--- src/rtl/spi_controller.sv ---
// -----------------------------------------------------------------------------
// spi_controller
// SPI mode-0 controller that serialises 16-bit register-write frames
// {rw, addr[6:0], data[7:0]} MSB first onto cs_n/sclk/copi. sclk is derived
// from clk (CLK_DIV clk cycles per half period) so copi is always stable for a
// full half period around every rising sclk edge.
//
// Parameters:
//   CLK_DIV   - clk cycles per sclk half period (2..255)
//   LEAD_CLKS - dummy sclk pulses (copi=0) before frame bit15 (0..3)
//   CS_GAP    - minimum clk cycles cs_n stays high between frames (>=1)
//
// Ports:
//   clk, rst        - system clock, synchronous active-high reset
//   req_valid/ready - request handshake (ready high only in IDLE)
//   req_rw/addr/data- frame fields latched on accept
//   busy            - high from acceptance until return to IDLE
//   done            - one-cycle pulse on re-entering IDLE after a frame
//   cs_n/sclk/copi  - SPI bus (sclk idles low)
//
// Build option:
//   SPI_CTRL_TRAIL_CLK_EN - adds 2 trailing sclk pulses with cs_n high after
//                           each frame so the peripheral's sclk-clocked logic
//                           can advance.
// -----------------------------------------------------------------------------
module spi_controller #(
    parameter int unsigned CLK_DIV   = 4,
    parameter int unsigned LEAD_CLKS = 0,
    parameter int unsigned CS_GAP    = 4
) (
    input  logic       clk,
    input  logic       rst,
    input  logic       req_valid,
    output logic       req_ready,
    input  logic       req_rw,
    input  logic [6:0] req_addr,
    input  logic [7:0] req_data,
    output logic       busy,
    output logic       done,
    output logic       cs_n,
    output logic       sclk,
    output logic       copi
);

    localparam int unsigned N_BITS = LEAD_CLKS + 16;
    localparam int unsigned GAP_W  = (CS_GAP > 1) ? $clog2(CS_GAP) : 1;

    localparam logic [7:0]       HALF_LAST = 8'(CLK_DIV - 1);
    localparam logic [4:0]       BIT_LAST  = 5'(N_BITS - 1);
    localparam logic [5:0]       LEAD_N    = 6'(LEAD_CLKS);
    localparam logic [GAP_W-1:0] GAP_LAST  = GAP_W'(CS_GAP - 1);

    typedef enum logic [2:0] {
        ST_IDLE,
        ST_SETUP,
        ST_SHIFT,
        ST_HOLD,
`ifdef SPI_CTRL_TRAIL_CLK_EN
        ST_TRAIL,
`endif
        ST_GAP
    } state_t;

    state_t             r_state;
    logic [7:0]         r_half_cnt;
    logic [4:0]         r_bit_cnt;
    logic [GAP_W-1:0]   r_gap_cnt;
    logic [15:0]        r_shift;
    logic               r_cs_n;
    logic               r_sclk;
    logic               r_copi;
    logic               r_busy;
    logic               r_done;
    logic               r_ready;

    state_t             w_state;
    logic [7:0]         w_half_cnt;
    logic [4:0]         w_bit_cnt;
    logic [GAP_W-1:0]   w_gap_cnt;
    logic [15:0]        w_shift;
    logic               w_cs_n;
    logic               w_sclk;
    logic               w_copi;
    logic               w_busy;
    logic               w_done;
    logic               w_ready;

    logic               w_half_last;
    logic [4:0]         w_next_bit;
    logic               w_next_is_frame;

    assign w_half_last = (r_half_cnt == HALF_LAST);
    assign w_next_bit  = r_bit_cnt + 5'd1;
    // Next bit index >= LEAD_CLKS, i.e. it carries a real frame bit.
    assign w_next_is_frame = ((6'(w_next_bit) + 6'd1) > LEAD_N);

    // State and registered-output update.
    always_ff @(posedge clk) begin
        if (rst) begin
            r_state    <= ST_IDLE;
            r_half_cnt <= 8'd0;
            r_bit_cnt  <= 5'd0;
            r_gap_cnt  <= '0;
            r_shift    <= 16'd0;
            r_cs_n     <= 1'b1;
            r_sclk     <= 1'b0;
            r_copi     <= 1'b0;
            r_busy     <= 1'b0;
            r_done     <= 1'b0;
            r_ready    <= 1'b1;
        end else begin
            r_state    <= w_state;
            r_half_cnt <= w_half_cnt;
            r_bit_cnt  <= w_bit_cnt;
            r_gap_cnt  <= w_gap_cnt;
            r_shift    <= w_shift;
            r_cs_n     <= w_cs_n;
            r_sclk     <= w_sclk;
            r_copi     <= w_copi;
            r_busy     <= w_busy;
            r_done     <= w_done;
            r_ready    <= w_ready;
        end
    end

    // Next-state and next-output logic.
    always_comb begin
        w_state    = r_state;
        w_half_cnt = r_half_cnt;
        w_bit_cnt  = r_bit_cnt;
        w_gap_cnt  = r_gap_cnt;
        w_shift    = r_shift;
        w_cs_n     = r_cs_n;
        w_sclk     = r_sclk;
        w_copi     = r_copi;
        w_busy     = r_busy;
        w_done     = 1'b0;
        w_ready    = r_ready;

        case (r_state)
            ST_IDLE: begin
                if (req_valid && r_ready) begin
                    w_state    = ST_SETUP;
                    w_half_cnt = 8'd0;
                    w_bit_cnt  = 5'd0;
                    w_cs_n     = 1'b0;
                    w_busy     = 1'b1;
                    w_ready    = 1'b0;
                    // Bit 0 is either frame bit15 or a dummy lead bit.
                    if (LEAD_CLKS == 0) begin
                        w_copi  = req_rw;
                        w_shift = {req_addr, req_data, 1'b0};
                    end else begin
                        w_copi  = 1'b0;
                        w_shift = {req_rw, req_addr, req_data};
                    end
                end
            end

            ST_SETUP: begin
                if (w_half_last) begin
                    w_state    = ST_SHIFT;
                    w_half_cnt = 8'd0;
                    w_sclk     = 1'b1;
                end else begin
                    w_half_cnt = r_half_cnt + 8'd1;
                end
            end

            ST_SHIFT: begin
                if (!w_half_last) begin
                    w_half_cnt = r_half_cnt + 8'd1;
                end else begin
                    w_half_cnt = 8'd0;
                    if (r_sclk) begin
                        // Falling edge: the only place copi is allowed to move.
                        w_sclk = 1'b0;
                        if (r_bit_cnt == BIT_LAST) begin
                            w_state = ST_HOLD;
                            w_copi  = 1'b0;
                        end else begin
                            w_bit_cnt = w_next_bit;
                            if (w_next_is_frame) begin
                                w_copi  = r_shift[15];
                                w_shift = {r_shift[14:0], 1'b0};
                            end else begin
                                w_copi  = 1'b0;
                            end
                        end
                    end else begin
                        w_sclk = 1'b1;
                    end
                end
            end

            ST_HOLD: begin
                if (w_half_last) begin
                    w_half_cnt = 8'd0;
                    w_cs_n     = 1'b1;
`ifdef SPI_CTRL_TRAIL_CLK_EN
                    w_state    = ST_TRAIL;
                    w_sclk     = 1'b1;
                    w_bit_cnt  = 5'd0;
`else
                    w_state    = ST_GAP;
                    w_gap_cnt  = '0;
`endif
                end else begin
                    w_half_cnt = r_half_cnt + 8'd1;
                end
            end

`ifdef SPI_CTRL_TRAIL_CLK_EN
            // Two free-running sclk pulses with cs_n high; bit counter counts pulses.
            ST_TRAIL: begin
                if (!w_half_last) begin
                    w_half_cnt = r_half_cnt + 8'd1;
                end else begin
                    w_half_cnt = 8'd0;
                    if (r_sclk) begin
                        w_sclk = 1'b0;
                    end else if (r_bit_cnt == 5'd1) begin
                        w_state   = ST_GAP;
                        w_gap_cnt = '0;
                    end else begin
                        w_sclk    = 1'b1;
                        w_bit_cnt = w_next_bit;
                    end
                end
            end
`endif

            ST_GAP: begin
                if (r_gap_cnt == GAP_LAST) begin
                    w_state = ST_IDLE;
                    w_busy  = 1'b0;
                    w_ready = 1'b1;
                    w_done  = 1'b1;
                end else begin
                    w_gap_cnt = r_gap_cnt + GAP_W'(1);
                end
            end

            default: begin
                w_state = ST_IDLE;
                w_cs_n  = 1'b1;
                w_sclk  = 1'b0;
                w_copi  = 1'b0;
                w_busy  = 1'b0;
                w_ready = 1'b1;
            end
        endcase
    end

    assign req_ready = r_ready;
    assign busy      = r_busy;
    assign done      = r_done;
    assign cs_n      = r_cs_n;
    assign sclk      = r_sclk;
    assign copi      = r_copi;

endmodule

--- config.mk ---
export PLATFORM = sky130hd
export DESIGN_NAME = spi_controller
export DESIGN_NICKNAME = d
export VERILOG_FILES = /design/src/rtl/spi_controller.sv
export SDC_FILE = /design/constraint.sdc
export NUM_CORES = 1
export LEC_CHECK = 0
export ABC_AREA = 1
export CAP_MARGIN = 20
export CORE_MARGIN = 10
export CORE_UTILIZATION = 25
export DETAILED_ROUTE_END_ITERATION = 10
export MAX_ROUTING_LAYER = met4
export SETUP_SLACK_MARGIN = 0.1
export SLEW_MARGIN = 20
export SYNTH_ARGS = -nofsm -noshare
export SYNTH_HDL_FRONTEND = slang
export SYNTH_SLANG_ARGS = --single-unit
--- constraint.sdc ---
create_clock -name clk -period 2.9 [get_ports clk]
set_input_delay 0.29 -clock clk [delete_from_list [all_inputs] [get_ports clk]]
set_output_delay 0.29 -clock clk [all_outputs]
set_load 0.01 [all_outputs]
# Yosys cells after proc, flatten, opt, wreduce, memory -nomap -nowiden
# Cells that the tools add are included.
[word_totals]
reg_bits = 40
input_bits = 19
out_inout_bits = 6
[classes]
magnitude_cmp = 1
n_eq_ne = 17
reduce_logical = 19
mux = 43
bitwise = 5
n_addsub = 4
[ops]
columns = ["cell", "n"]
rows = [
  ["$mux W16", 5],
  ["$pmux W16 S2", 1],
  ["$mux W3", 7],
  ["$mux W5", 4],
  ["$ne A2 B2 Y1 const B", 10],
  ["$mux W8", 2],
  ["$pmux W8 S2", 1],
  ["$pmux W1 S3", 5],
  ["$pmux W3 S5", 1],
  ["$mux W1", 13],
  ["$reduce_and A3 Y1", 4],
  ["$reduce_or A3 Y1", 4],
  ["$pmux W5 S2", 1],
  ["$add A8 B1 Y8 const B", 1],
  ["$eq A8 B2 Y1 const B", 1],
  ["$reduce_and A7 Y1", 1],
  ["$add A5 B1 Y6 const B", 1],
  ["$eq A3 B2 Y1 const B", 2],
  ["$gt A6 B1 Y1 const B", 1],
  ["$reduce_and A6 Y1", 1],
  ["$reduce_bool A2 Y1", 3],
  ["$add A5 B1 Y5 const B", 1],
  ["$eq A5 B4 Y1 const B", 1],
  ["$not A1 Y1", 5],
  ["12 further kinds", 13],
]

# Longest topological paths before layout
[depth]
word_depth = 8
depth_mapped = 14

# Worst setup path after synthesis
# No wires, ideal clock.
[synth_timing]
path_type = "register to register"
from = "register r_bit_cnt[0]"
to = "register r_shift[10]"
n_path_buf = 1
period_less_slack_ps = 1930
t_arrival_ps = 1818
setup_ps = 112
path_stages_with_launch = 13
slack_ps = 970
path_cell_list = "dfxtp_1 ha_1 nand2_1 nor2_1 ha_1 inv_1 nor2_1 nand4_1 inv_1 nor2_8 buf_12 nor2_2 nor2_1"
[synth_between]
elab_chain_len = 5
elab_cells_between_ends = 7
[synth_rtl]
columns = ["element", "line", "text"]
rows = [
  ["start, declared", "66", "logic [4:0] r_bit_cnt;"],
  ["start signal, assigned", "114", "r_bit_cnt <= w_bit_cnt;"],
  ["$add A5 B1 Y5", "93", "assign w_next_bit = r_bit_cnt + 5'd1;"],
  ["$add A5 B1 Y6", "95", "assign w_next_is_frame = ((6'(w_next_bit) + 6'd1) > LEAD_N);"],
  ["$gt A6 B1 Y1", "95", ""],
  ["$ne A2 B2 Y1 (no line)", "--", ""],
  ["$reduce_and A6 Y1 (no line) *", "--", ""],
  ["end signal, assigned", "116", "r_shift <= w_shift;"],
  ["end, declared", "68", "logic [15:0] r_shift;"],
]
# Mark *: on every way between the ends. The rest lies on a longest branch, timed or not.
# A chain may end at the register's enable or synchronous reset.

# Worst setup path after layout
[layout_timing]
from = "register r_bit_cnt[0]"
to = "register r_shift[15]"
# Same word-level chain as after synthesis.

==> key figures <==
Status
  – Status: finished, final reports clean

Floorplanning
  – Die Ht: 115.6 um
  – Width of the chip: 115.6 um
  – Initial Util: 25.96%
  – Core ar.: 0.008806 mm2
  – Die ar.: 0.01337 mm2
  – Row count: 34
  – I/O pin count: 25

Logic synthesis
  – Mapped Cells: 359
  – Sequential share of the synthesized area: 34.15%
  – Yosys cell types: 29
  – Mapped Area: 0.002286 mm2
  – #FFs+latches synth: 39
  – Synth Net Count: 384
  – Yosys warning total: 0
  – Synthesized area per cell: 6.368 um2

Power and ir drop
  – Comb power frac: 51.8%
  – Reg power frac: 34.1%
  – Worst vdd ir: 0.0003765 V
  – PwrDens: 940.2 mW/mm2
  – Int Pwr: 1.383 mW
  – Switching power: 1.142 mW
  – Leakage power: 1.254 nW
  – Clock share of power: 14.1%
  – Sw Share: 45.23%

Drt
  – Remaining DRCs: 0
  – Wire length per cell: 10.44 um
  – Initial DRT Pass Iterations: 4
  – Top sig layer: met4
  – WL met2: 2.205 mm
  – Final wirelength: 5.114 mm
  – Final ANT Viol Nets: 0
  – Via count: 2,154
  – DR iter-0 viols: 95
  – Vias per cell: 4.396
  – Wire length on met3: 186 um
  – Met1 WL: 2.673 mm

STA
  – Count of final setup violators: 0
  – Clock Skews: 3.735 ps
  – Final Max Tran Viols: 0
  – Min cycle time layout: 2056 ps
  – Setup TNS: 0 ps
  – Slew at the pin closest to its max-slew limit: 417.2 ps
  – Fin crit share: 70.89%
  – Max_slew headroom: 72.13%
  – Max Clock Freq: 486.4 MHz
  – Final hold viol count: 0
  – RSZ-0062 raised after global routing: no

CTS
  – CTS buffer count: 5
  – Clock slew at reported path FFs: 70 ps
  – CTS Root Cell: clkbuf_8
  – Cts repair resizes: 0
  – CTS tree: yes
  – Hold Buf Count CTS: 0
  – # clock sinks: 39
  – Post-CTS setup buffers: 0
  – Max Root-Sink Buffers: 2
  – CTS H-tree depth: 2
  – Clock latency reported for the late side of the worst-skew pair: 290 ps

Worst setup path
  – Worst R2R Start: r_bit_cnt[0]
  – Nature of the critical path startpoint: flip-flop
  – Reg-to-reg endpoint: r_shift[15]
  – R2R depth: 12
  – Worst EP arrival: 2280 ps
  – CP Capture Type: flip-flop
  – Kind of critical path: reg2reg
  – CP required: 3130 ps
  – Reg2reg setup slack: 840 ps
  – Crit Path Max Fanout: 16

Placed design
  – DP HPWL: 3.754 mm
  – I/O Buffers: 24
  – Final GP Congestion: 0.8535
  – DP Area: 0.002605 mm2

Global routing
  – Vias in the first global route: 2,056
  – Global route total overflow: 0
  – Initial antenna violation count: 0
  – GR Util All Layers: 8.344%
  – Largest net degree at the start of global routing: 23
  – First-pass GRT wire length: 9.073 mm

Final layout
  – Area delta synth->final: 17.52%
  – Filler cell count: 970
  – Ant diodes: 0
  – Layout cells sized above 1: 8.377%
  – Core Util, Final: 30.51%
  – Post-route cell area: 0.002686 mm2
  – Area of the multi-input gates: 0.001245 mm2
  – Register area: 780.7 um2
  – NumNets Final: 406

Min path
  – Hold_sp: busy
  – Worst hold path endpoint: busy
  – Worst hold path class: reg2reg
  – Hold path cells: 1

Job
  – # Max-Cap Violations: 0
-- flip-flops by register name, indices dropped and copies added, names as in the netlist --
signal / count
cs_n: 1
sclk: 1
r_bit_cnt: 5
r_shift: 15
req_ready: 1
r_state: 3
r_half_cnt: 8
busy: 1
done: 1
r_gap_cnt: 2
copi: 1
-- cells by family after synthesis --
logic type	count (synthesis)	share of synthesized area, %
and+or+nand+nor	225	43.84
AOI/OAI and AO/OA	31	7.335
DFF	39	34.15
buffers and inverters	58	11.38
adders and majority gates	6	3.284
-- cell usage in the layout, fill, tap and decap left out, drive strengths merged --
master         count
nand3b             2
a21oi             17
clkinv             3
inv               43
nand2            114
nor3               8
nand4             17
o21bai             1
buf                4
nand3             17
ha                 6
a31oi              1
o21a               1
clkbuf             7
o21ai             10
dfxtp             39
nor2              67
a211oi             1
clkdlybuf4s50     24
-- critical path, stage by stage (launching register included) --
cell	delay (ps)
dfxtp_1	390
ha_1	190
nand2_1	80
nor2_1	100
ha_1	240
inv_1	60
nor2_1	50
nand4_1	80
buf_4	220
inv_1	120
nor2_8	300
nor2_1	70
nor2_1	100
-- metal layers --
| metal | up-vias | GRT usage (%) |
|---|---|---|
| li1 | 1167 | - |
| met1 | 948 | 10.41 |
| met2 | 35 | 12.93 |
| met3 | 4 | 2.119 |
| met4 | 0 | 2.669 |
| met5 | - | - |
-- metrics by stage --
step / setup slack (ps) / instances / hold WS (ps) / power, mW
floorplan: 970.3 / 359 / 366.8 / 1.945
global placement: 898.4 / 482 / 453.3 / 2.175
detailed placement: 839.5 / 482 / 459.4 / 2.196
CTS: 816.9 / 490 / 478.0 / 2.566
global route: 638.5 / 490 / 503.9 / 2.823
finish: 844.2 / 490 / 470.7 / 2.526
-- synthesized netlist by cell type, drive strengths merged --
cell      n  area (um2)
nand3    17       97.60
nand4    17       106.4
o21bai    1       7.510
nand3b    2       15.01
o21a      1       7.510
nor2     67       300.3
inv      43       161.4
clkbuf    5       18.77
a211oi    1       7.510
dfxtp    39       780.8
buf       8       67.56
o21ai    10       50.05
a21oi    17       88.84
nor3      8       40.04
ha        6       75.07
clkinv    2       12.51
a31oi     1       6.260
nand2   114       442.9
-- power groups by stage --
| stage | Sequential, mW | Clock, mW | Combinational [mW] |
|---|---|---|---|
| 2_1_floorplan | 0.852 | 0 | 1.09 |
| 3_3_place_gp | 0.868 | 0 | 1.31 |
| 3_5_place_dp | 0.870 | 0 | 1.33 |
| 4_1_cts | 0.862 | 0.375 | 1.33 |
| 5_1_grt | 0.888 | 0.397 | 1.54 |
| 6_report | 0.861 | 0.357 | 1.31 |
-- final cells by class --
class | count | area share, %
Timing Repair Buffer | 28 | 10.06
Tap cell | 108 | 5.030
Sequential cell | 39 | 29.06
Inverter | 45 | 6.474
Multi-Input combinational cell | 262 | 46.34
Clock buffer | 7 | 2.841
Clock inverter | 1 | 0.1863
-- worst max path at each step --
stage	from	to	slack (ps)
global placement	r_bit_cnt[0]	r_shift[2]	900
floorplan	r_bit_cnt[0]	r_shift[10]	970
global route	r_bit_cnt[0]	r_shift[15]	640
CTS	r_bit_cnt[0]	r_shift[15]	820
detailed placement	r_bit_cnt[0]	r_shift[15]	840
finish	r_bit_cnt[0]	r_shift[15]	840
No activity file was read; power rests on OpenSTA's default activity.
